File: src/rtl/fft4_stream_if.sv
// Sample/bin stream bundle between the environment and fft4_stream_ctrl.
// The master drives samples in and accepts bins out; the slave is the controller.
interface fft4_stream_if;
   logic               s_valid;
   logic               s_ready;
   logic signed [31:0] s_re;
   logic signed [31:0] s_im;
   logic               m_valid;
   logic               m_ready;
   logic signed [34:0] m_re;
   logic signed [34:0] m_im;
   logic [1:0]         m_idx;
   logic               m_last;

   modport master (
      output s_valid, s_re, s_im, m_ready,
      input  s_ready, m_valid, m_re, m_im, m_idx, m_last
   );

   modport slave (
      input  s_valid, s_re, s_im, m_ready,
      output s_ready, m_valid, m_re, m_im, m_idx, m_last
   );
endinterface

File: src/rtl/fft4_stream_ctrl.sv
// Streaming controller around the 4-point FFT core: gathers samples into
// frames, launches them, tracks the core's fixed latency with a token delay
// line, captures results into a 2-frame buffer and replays them as bins.
// At most two frames are ever in flight or buffered, so a capture always
// finds a free buffer slot.
module fft4_stream_ctrl #(
   parameter int FFT_LAT = 2
) (
   input  logic               clk,
   input  logic               rst,
   input  logic               flush,
   fft4_stream_if.slave       io,
   output logic signed [31:0] fft_in1,
   output logic signed [31:0] fft_in2,
   output logic signed [31:0] fft_in3,
   output logic signed [31:0] fft_in4,
   output logic signed [31:0] fft_in1i,
   output logic signed [31:0] fft_in2i,
   output logic signed [31:0] fft_in3i,
   output logic signed [31:0] fft_in4i,
   input  logic signed [34:0] fft_out1,
   input  logic signed [34:0] fft_out2,
   input  logic signed [34:0] fft_out3,
   input  logic signed [34:0] fft_out4,
   input  logic signed [34:0] fft_out1i,
   input  logic signed [34:0] fft_out2i,
   input  logic signed [34:0] fft_out3i,
   input  logic signed [34:0] fft_out4i,
   output logic               busy
);

   typedef enum logic [0:0] {
      ST_IDLE = 1'b0,
      ST_SEND = 1'b1
   } state_t;

   // staging area and launch registers
   logic [2:0]             fill_q, fill_d;
   logic [2:0]             fill_base;
   logic [3:0][31:0]       stg_re_q, stg_re_d, stg_im_q, stg_im_d;
   logic [3:0][31:0]       fin_re_q, fin_re_d, fin_im_q, fin_im_d;

   // latency tracking and frame accounting
   logic [FFT_LAT-1:0]     dl_q, dl_d;
   logic [1:0]             infl_q, infl_d;
   logic [1:0]             bcnt_q, bcnt_d;
   logic [1:0]             credits;
   logic                   wr_q, wr_d, rd_q, rd_d;

   // result buffer: [frame][bin]
   logic [1:0][3:0][34:0]  res_re_q, res_re_d, res_im_q, res_im_d;

   // drain FSM
   state_t                 state_q, state_d;
   logic [1:0]             idx_q, idx_d;

   logic                   launch;
   logic                   accept;
   logic                   capture;
   logic                   m_valid_int;
   logic                   drain;

   assign credits     = infl_q + bcnt_q;
   assign launch      = (fill_q == 3'd4) && (credits < 2'd2);
   assign io.s_ready  = !rst && ((fill_q < 3'd4) || launch);
   assign accept      = io.s_valid && io.s_ready;
   assign capture     = dl_q[FFT_LAT-1];
   assign m_valid_int = (state_q == ST_SEND);
   assign drain       = m_valid_int && io.m_ready && (idx_q == 2'd3);

   assign io.m_valid  = m_valid_int;
   assign io.m_re     = res_re_q[rd_q][idx_q];
   assign io.m_im     = res_im_q[rd_q][idx_q];
   assign io.m_idx    = idx_q;
   assign io.m_last   = m_valid_int && (idx_q == 2'd3);
   assign busy        = (fill_q != 3'd0) || (infl_q != 2'd0) || (bcnt_q != 2'd0);

   assign fft_in1  = fin_re_q[0];
   assign fft_in2  = fin_re_q[1];
   assign fft_in3  = fin_re_q[2];
   assign fft_in4  = fin_re_q[3];
   assign fft_in1i = fin_im_q[0];
   assign fft_in2i = fin_im_q[1];
   assign fft_in3i = fin_im_q[2];
   assign fft_in4i = fin_im_q[3];

   // Gather samples; a launch frees the stage first, flush drops everything
   // still being gathered (a coinciding launch has already taken its frame).
   always_comb begin
      stg_re_d  = stg_re_q;
      stg_im_d  = stg_im_q;
      fill_base = launch ? 3'd0 : fill_q;
      fill_d    = fill_base;
      if (flush) begin
         fill_d = 3'd0;
      end else if (accept) begin
         stg_re_d[fill_base[1:0]] = io.s_re;
         stg_im_d[fill_base[1:0]] = io.s_im;
         fill_d                   = fill_base + 3'd1;
      end else begin
         fill_d = fill_base;
      end
   end

   // Core input registers load the staged frame on launch and hold otherwise.
   always_comb begin
      fin_re_d = fin_re_q;
      fin_im_d = fin_im_q;
      if (launch) begin
         fin_re_d = stg_re_q;
         fin_im_d = stg_im_q;
      end else begin
         fin_re_d = fin_re_q;
         fin_im_d = fin_im_q;
      end
   end

   // Token delay line, frame counters, pointers and result capture.
   always_comb begin
      dl_d    = dl_q;
      dl_d[0] = launch;
      for (int i = 1; i < FFT_LAT; i++) begin
         dl_d[i] = dl_q[i-1];
      end
      infl_d   = infl_q + {1'b0, launch} - {1'b0, capture};
      bcnt_d   = bcnt_q + {1'b0, capture} - {1'b0, drain};
      wr_d     = capture ? !wr_q : wr_q;
      rd_d     = drain ? !rd_q : rd_q;
      res_re_d = res_re_q;
      res_im_d = res_im_q;
      if (capture) begin
         res_re_d[wr_q] = {fft_out4, fft_out3, fft_out2, fft_out1};
         res_im_d[wr_q] = {fft_out4i, fft_out3i, fft_out2i, fft_out1i};
      end else begin
         res_re_d = res_re_q;
         res_im_d = res_im_q;
      end
   end

   // Drain FSM: enters SEND as soon as a frame is captured so bin 0 is
   // presented the cycle after capture, and chains frames without a bubble.
   always_comb begin
      state_d = state_q;
      idx_d   = idx_q;
      case (state_q)
         ST_IDLE: begin
            if (bcnt_d != 2'd0) begin
               state_d = ST_SEND;
            end else begin
               state_d = ST_IDLE;
            end
         end
         ST_SEND: begin
            if (io.m_ready) begin
               idx_d = idx_q + 2'd1;
               if (idx_q == 2'd3) begin
                  state_d = (bcnt_d != 2'd0) ? ST_SEND : ST_IDLE;
               end else begin
                  state_d = ST_SEND;
               end
            end else begin
               state_d = ST_SEND;
            end
         end
         default: begin
            state_d = ST_IDLE;
            idx_d   = 2'd0;
         end
      endcase
   end

   // Datapath and accounting registers.
   always_ff @(posedge clk) begin
      if (rst) begin
         fill_q   <= 3'd0;
         stg_re_q <= '0;
         stg_im_q <= '0;
         fin_re_q <= '0;
         fin_im_q <= '0;
         dl_q     <= '0;
         infl_q   <= 2'd0;
         bcnt_q   <= 2'd0;
         wr_q     <= 1'b0;
         rd_q     <= 1'b0;
         res_re_q <= '0;
         res_im_q <= '0;
      end else begin
         fill_q   <= fill_d;
         stg_re_q <= stg_re_d;
         stg_im_q <= stg_im_d;
         fin_re_q <= fin_re_d;
         fin_im_q <= fin_im_d;
         dl_q     <= dl_d;
         infl_q   <= infl_d;
         bcnt_q   <= bcnt_d;
         wr_q     <= wr_d;
         rd_q     <= rd_d;
         res_re_q <= res_re_d;
         res_im_q <= res_im_d;
      end
   end

   // Drain FSM state and bin index registers.
   always_ff @(posedge clk) begin
      if (rst) begin
         state_q <= ST_IDLE;
         idx_q   <= 2'd0;
      end else begin
         state_q <= state_d;
         idx_q   <= idx_d;
      end
   end

endmodule

File: src/flat_wrapper.sv
// flat-port wrapper written by rule: the top's interface ports become plain ports
module fft4_stream_ctrl_flat 
#(
   parameter int FFT_LAT = 2
)
  (clk, rst, flush, fft_in1, fft_in2, fft_in3, fft_in4, fft_in1i, fft_in2i, fft_in3i, fft_in4i, fft_out1, fft_out2, fft_out3, fft_out4, fft_out1i, fft_out2i, fft_out3i, fft_out4i, busy, io_s_valid, io_s_re, io_s_im, io_m_ready, io_s_ready, io_m_valid, io_m_re, io_m_im, io_m_idx, io_m_last);
  fft4_stream_if io_i ();
  input  logic clk;
  input  logic rst;
  input  logic flush;
  output logic signed [31:0] fft_in1;
  output logic signed [31:0] fft_in2;
  output logic signed [31:0] fft_in3;
  output logic signed [31:0] fft_in4;
  output logic signed [31:0] fft_in1i;
  output logic signed [31:0] fft_in2i;
  output logic signed [31:0] fft_in3i;
  output logic signed [31:0] fft_in4i;
  input  logic signed [34:0] fft_out1;
  input  logic signed [34:0] fft_out2;
  input  logic signed [34:0] fft_out3;
  input  logic signed [34:0] fft_out4;
  input  logic signed [34:0] fft_out1i;
  input  logic signed [34:0] fft_out2i;
  input  logic signed [34:0] fft_out3i;
  input  logic signed [34:0] fft_out4i;
  output logic busy;
  input wire logic [$bits(io_i.s_valid)-1:0] io_s_valid;
  input wire logic [$bits(io_i.s_re)-1:0] io_s_re;
  input wire logic [$bits(io_i.s_im)-1:0] io_s_im;
  input wire logic [$bits(io_i.m_ready)-1:0] io_m_ready;
  output wire logic [$bits(io_i.s_ready)-1:0] io_s_ready;
  output wire logic [$bits(io_i.m_valid)-1:0] io_m_valid;
  output wire logic [$bits(io_i.m_re)-1:0] io_m_re;
  output wire logic [$bits(io_i.m_im)-1:0] io_m_im;
  output wire logic [$bits(io_i.m_idx)-1:0] io_m_idx;
  output wire logic [$bits(io_i.m_last)-1:0] io_m_last;
  assign io_i.s_valid = io_s_valid;
  assign io_i.s_re = io_s_re;
  assign io_i.s_im = io_s_im;
  assign io_i.m_ready = io_m_ready;
  assign io_s_ready = io_i.s_ready;
  assign io_m_valid = io_i.m_valid;
  assign io_m_re = io_i.m_re;
  assign io_m_im = io_i.m_im;
  assign io_m_idx = io_i.m_idx;
  assign io_m_last = io_i.m_last;
  fft4_stream_ctrl #(.FFT_LAT(FFT_LAT)) u_core (.clk(clk), .rst(rst), .flush(flush), .io(io_i), .fft_in1(fft_in1), .fft_in2(fft_in2), .fft_in3(fft_in3), .fft_in4(fft_in4), .fft_in1i(fft_in1i), .fft_in2i(fft_in2i), .fft_in3i(fft_in3i), .fft_in4i(fft_in4i), .fft_out1(fft_out1), .fft_out2(fft_out2), .fft_out3(fft_out3), .fft_out4(fft_out4), .fft_out1i(fft_out1i), .fft_out2i(fft_out2i), .fft_out3i(fft_out3i), .fft_out4i(fft_out4i), .busy(busy));
endmodule
File: config.mk
export PLATFORM = sky130hd
export DESIGN_NAME = fft4_stream_ctrl_flat
export DESIGN_NICKNAME = d
export VERILOG_FILES = /design/src/rtl/fft4_stream_if.sv /design/src/rtl/fft4_stream_ctrl.sv /design/src/flat_wrapper.sv
export SDC_FILE = /design/constraint.sdc
export NUM_CORES = 2
export LEC_CHECK = 0
export ABC_CLOCK_PERIOD_IN_PS = 4000
export BUFFER_PORTS_ARGS = -buffer_cell sky130_fd_sc_hd__clkbuf_2
export CORE_ASPECT_RATIO = 0.75
export CORE_MARGIN = 5
export CORE_UTILIZATION = 61
export CTS_BUF_LIST = sky130_fd_sc_hd__clkbuf_16
export CTS_CLUSTER_SIZE = 24
export DETAILED_ROUTE_END_ITERATION = 10
export PLACE_DENSITY = 0.83
export SYNTH_ARGS = -nofsm -noshare
export SYNTH_HDL_FRONTEND = slang
export SYNTH_SLANG_ARGS = --single-unit
File: constraint.sdc
create_clock -name clk -period 4 [get_ports clk]
set_input_delay 0.2 -clock clk [delete_from_list [all_inputs] [get_ports clk]]
set_output_delay 0.2 -clock clk [all_outputs]
set_load 0.05 [all_outputs]
# [Yosys cells after proc, flatten, opt, wreduce, memory -nomap -nowiden]
# Index checks and enable logic that the tools add are counted.
[op_classes] addsub=7 n_reduce_logical=21 n_eq_ne=2 n_mux=22 magnitude_cmp=8 bitwise_logic=2
[op_table] cell="140-bit 2-to-1 mux" count=5
[op_table] cell="280-bit bitwise mux" count=2
[op_table] cell="128-bit bitwise mux" count=2
[op_table] cell="35-bit binary-select mux with 2-bit select" count=2
[op_table] cell="140-bit demux with 1-bit select" count=1
[op_table] cell="35-bit 2-to-1 mux" count=2
[op_table] cell="32-bit demux with 2-bit select" count=1
[op_table] cell="32-bit 2-to-1 mux" count=1
[op_table] cell="1-bit logical AND" count=8
[op_table] cell="2-bit by 3-bit < comparator with 1-bit output (second input constant)" count=2
[op_table] cell="3-bit 2-to-1 mux" count=2
[op_table] cell="2-bit nonzero test" count=3
[op_table] cell="2-bit by 1-bit adder with 2-bit output" count=2
[op_table] cell="1-bit by 2-bit < comparator with 1-bit output (second input constant)" count=2
[op_table] cell="2-bit AND reduction" count=2
[op_table] cell="2-bit by 1-bit subtractor with 2-bit output" count=2
[op_table] cell="3-bit by 1-bit adder with 3-bit output (second input constant)" count=1
[op_table] cell="3-bit == test (second input constant)" count=1
[op_table] cell="1-bit zero test" count=3
[op_table] cell="1-bit logical OR" count=3
[op_table] cell="3-bit < comparator (second input constant)" count=1
[op_table] cell="1-bit 2-to-1 mux" count=3
[op_table] cell="3-bit nonzero test" count=1
[op_table] cell="2-bit by 1-bit adder with 2-bit output (second input constant)" count=1
[op_table] cell="other kinds (8)" count=9
[totals] input_bits=349 out_inout_bits=332 reg_bits=1086 wordCells=102

# [Logic depth before layout (Yosys ltp)]
[depth] depth_word=9 ltp_mapped=11 mapped_depth_nobuf=9

# [Worst setup path after synthesis]
# Ideal clock, no wire load.
[synth_timing] path_kind="register -> output" from="register u_core.idx_q[0], in the netlist u_core.io.m_idx[0]" to="output port io_m_im[0]" path_slack_ps=1432 stages_incl_launch_ff=6 arrival_ps=2368 required_time_ps=3800 path_buffers=3 cell_sequence="dfxtp_1 -> buf_2 -> clkbuf_1 -> buf_2 -> mux4_2 -> mux2_2"
[synth_between] elab_chain_len=2
[synth_rtl] item="start: declaration" line="fft4_stream_ctrl.sv:55" source="logic [1:0] idx_q, idx_d;"
[synth_rtl] item="start signal: assignment" line="fft4_stream_ctrl.sv:210" source="idx_q <= idx_d;"
[synth_rtl] item="35-bit binary-select mux with 2-bit select" line="fft4_stream_ctrl.sv:73" source="assign io.m_im = res_im_q[rd_q][idx_q];"
[synth_rtl] item="35-bit 2-to-1 mux (implied by the code)" line="fft4_stream_ctrl.sv:73"
[synth_rtl] item="end: declaration" line="flat_wrapper.sv:35" source="output wire logic [$bits(io_i.m_im)-1:0] io_m_im;"
# No other way between the ends. The select of a mux whose other input is x is not followed.

# [Worst setup path in the final report]
[layout_timing] from="register u_core.idx_q[0], in the netlist u_core.io.m_idx[0]" to="output port io_m_re[15]"
[layout_between] elab_chain_len=2
[layout_rtl] item="35-bit binary-select mux with 2-bit select" line="fft4_stream_ctrl.sv:72" source="assign io.m_re = res_re_q[rd_q][idx_q];"
[layout_rtl] item="35-bit 2-to-1 mux (implied by the code)" line="fft4_stream_ctrl.sv:72"
[layout_rtl] item="end: declaration" line="flat_wrapper.sv:34" source="output wire logic [$bits(io_i.m_re)-1:0] io_m_re;"
# No other way between the ends. The select of a mux whose other input is x is not followed.

==> results by group <==
Run status
  • Outcome: completed

Timing
  • Setup_tns: 0 ns
  • Slew Limit Fails: 0
  • RSZ-0062 raised after global routing: no
  • Max transition margin: 0.252
  • Fin. Hold Viols: 0
  • Clk_skew: ~0.021 ns
  • Fin crit share: 0.811
  • Endpoints failing setup: 0
  • Post-route setup slack: between 0.7 and 0.8 ns
  • Fmax: about 310 MHz
  • Transition time at the pin with the least slew margin: approximately 1.1 ns
  • Final min period: 3.24 ns
  • WHS: around 0.32 ns

Yosys
  • Yosys reg bits: approximately 1100
  • Synth cell types: 36
  • Sequential area share after synthesis: 0.499
  • Mapped Area: roughly 44000 sq um
  • Syn_nets: roughly 5200
  • Post-synth top area share: 0.499
  • Avg Synthesized Cell Area: ~9 sq um
  • Top cells by area, synth: dfxtp_1, nand2_1, a21oi_1
  • Synth Instances: about 4800
  • Yosys warnings: 0
  • Cell taking the most area after synthesis: dfxtp_1

Place
  • Port Buffers: around 700
  • Pre-CTS worst setup slack: 1.16 ns
  • HPWL after DPL: between 70000 and 80000 microns
  • GPL Wtd Cong: around 0.84

Critical path
  • CP max stage delay: ~0.76 ns
  • Critical path capture point type: output pin
  • CP arrival: just over 3 ns
  • R2r setup slk: ~1.0 ns
  • Critical Path Sink: io_m_re[15]
  • Critical-path top delay cell: dfxtp_4
  • Setup CP Type: register to output pin
  • Reg2Reg Capture Point: u_core.fft_in1[19]
  • Largest delay contributor family on the critical path: multiplexers
  • WP depth: 4
  • Number of cells on the worst reg-to-reg path: 7
  • CP Cell Sequence: buf_4, mux4_2, mux2_2, clkbuf_2
  • Worst EP required: roughly 3.8 ns
  • Type of element launching the critical path: register
  • Buf/Inv on CP: 2
  • Setup crit start: u_core.io.m_idx[0]
  • Worst r2r src: u_core.fill_q[0]
  • CP max FO: 30

GRT
  • Gr usage total: 0.351
  • Initial antenna violation count: 29
  • Number of global-route vias before repair: roughly 40000
  • First-pass GRT wire length: between 200000 and 250000 microns
  • Largest net degree at the start of global routing: approximately 180
  • Global route overflow: 0

Clocking
  • H-tree depth: 3
  • Clock root buffer master: clkbuf_16
  • CTS Buffer Depth: 3
  • TritonCTS clock tree: yes
  • Setup bufs post-CTS: 0
  • # hold bufs at CTS: ~350
  • CTS Sinks: between 1000 and 1500
  • CTS clock-pin slew for the worst setup and hold paths: ~0.07 ns
  • Post-CTS Resized: 0
  • Clk Latency, worst-skew pair: roughly 0.67 ns
  • CTS Buf Count: 97

Hold path
  • Hold Startpoint: fft_out4[28]
  • Hold WC Path Type: input port to register

Drt
  • Antenna viol nets, final: 0
  • Via count of the routed design: about 40000
  • Drt pass-1 iters: 9
  • WL/cell: ~22 microns
  • Initial DRC count: 5336
  • Number of vias per cell: about 6.1
  • DRC viols: 0
  • Detailed Route WL: between 100000 and 150000 microns

Die
  • Area of the die: around 77000 sq um
  • I/O pin total: around 700
  • DIE WIDTH: between 300 and 400 microns
  • Rows: between 80 and 90
  • Core ar.: approximately 70000 sq um
  • Die Span Y: around 240 microns
  • Starting Density: 0.618

Power
  • Static leakage: 21.3 nW
  • Power Density: between 300 and 400 nW/um^2
  • Max VDD drop: a little under 400 uV

Finish
  • Final #Nets: 5928
  • Layout cell share with drive strength beyond 1: 0.194
  • Layout area overhead: 22.9%

Run
  • Max-cap viol count: 0
-- worst min-delay path by stage --
| stage | cells after the start | to |
|---|---|---|
| final | 4 | u_core.res_re_q[273] |
| after global routing | 4 | u_core.res_re_q[272] |
| after CTS | 4 | u_core.res_im_q[180] |
| after detailed placement | 1 | u_core.dl_q[1] |
| after global placement | 1 | u_core.dl_q[1] |
| after floorplan | 1 | u_core.fill_q[2] |
-- report_power, final --
| group | switching (W) | internal (W) | total, W |
|---|---|---|---|
| clock | 0.00429 | 0.00510 | 0.00939 |
| combinational | 0.000573 | 0.000463 | 0.00104 |
| sequential | 0.0000263 | 0.0109 | 0.0109 |
| total | 0.00489 | 0.0164 | 0.0213 |
-- cell usage in the layout, fill, tap and decap left out, types with 6 or more instances in the layout --
cell and instances:
nand2_1 1126, o21ai_0 210, nand3_1 259, nor2_1 6
inv_1 81, dlygate4sd3_1 349, clkbuf_2 679, clkinv_2 19
clkinvlp_4 7, mux4_2 140, bufinv_16 9, ha_1 9
clkbuf_16 99, mux2_2 70, buf_4 23, a21oi_1 822
clkinv_1 22, diode_2 29, buf_12 24, mux2i_1 257
nand2b_1 257, o21ai_1 47, dfxtp_1 1082
-- sequential cells by signal, indices dropped and copies added, names as in the netlist, 2 cells and up --
name,flops
u_core.io.m_idx,2
u_core.stg_im_q,128
u_core.fft_in4,32
u_core.fft_in1,32
u_core.res_re_q,280
u_core.fill_q,3
u_core.res_im_q,280
u_core.fft_in2,32
u_core.fft_in4i,32
u_core.fft_in3,32
u_core.fft_in1i,32
u_core.fft_in2i,32
u_core.fft_in3i,32
u_core.bcnt_q,2
u_core.infl_q,2
u_core.stg_re_q,128
u_core.dl_q,2
-- stage by stage --
stage	util	std cells	power (W)	instance area [sq um]
2_1_floorplan	-	4823	0.0115	43500
3_3_place_gp	0.665	6068	0.0118	46800
3_5_place_dp	0.665	6068	0.0118	46800
4_1_cts	0.759	6593	0.0213	53400
5_1_grt	0.759	6612	0.0218	53500
6_report	0.760	6622	0.0213	53500
-- layout make-up --
class	count	area (sq um)
flip-flops and latches	1086	21800
multi-input cells	3237	19500
fillers	4385	16900
repair buffers	1076	7560
clock buffers	99	2480
well taps	946	1180
clock inverters	77	646
inverters	72	275
diodes	29	72.6
-- cell families (layout without fill, tap and decap cells) --
| kind of cell | after synthesis | in the layout | share of synthesized area |
|---|---|---|---|
| buffers and inverters | 500 | 1324 | 0.0532 |
| other | 0 | 29 | 0 |
| XOR/XNOR | 8 | 8 | 0.00178 |
| flip-flops | 1086 | 1086 | 0.499 |
| AO/OA/AOI/OAI | 1088 | 1088 | 0.127 |
| AND/OR/NAND/NOR | 1663 | 1663 | 0.166 |
| adder cells (fa/ha/maj) | 9 | 9 | 0.00259 |
| multiplexers | 469 | 469 | 0.150 |
-- metal layers --
metal  wire length [microns]  up-vias  global-route usage
met5                      85        -                   0
met1                   51600    19100               0.415
li1                        -    17800                   -
met4                   12200       14               0.252
met2                   67400     2672               0.570
met3                   12600      864              0.0819
-- synth_stat cells --
library cell  count
nand3_1         259
nand2b_1        258
mux4_2          140
o2bb2ai_1         1
clkbuf_1        313
buf_6             1
a21boi_0          1
xnor2_1           4
o21ai_1          47
mux2_4            1
nor2_4            1
ha_1              9
o211ai_4          3
buf_1            31
nor2_1            7
a21oi_1         822
and3_1            2
nand2_1        1127
inv_1            72
a211oi_1          1
nor3_1            3
o21ai_0         210
xnor2_2           1
buf_12           21
a22oi_1           1
o21a_1            1
dfxtp_1        1086
and2_1            2
nor4b_1           1
buf_2            56
o211ai_1          1
buf_4             6
mux2_2           70
mux2i_1         258
xor2_1            3
nor2b_1           3
-- worst reg2reg max path, cell delays in order, from the launching register on --
cell and delay (ns):
dfxtp_1 0.36, inv_1 0.10, ha_1 0.21, a21boi_0 0.49, mux2_8 0.57, buf_12 0.52
nand3_1 0.44, a21oi_1 0.21
Note: power is estimated with default switching activity, not from simulation.
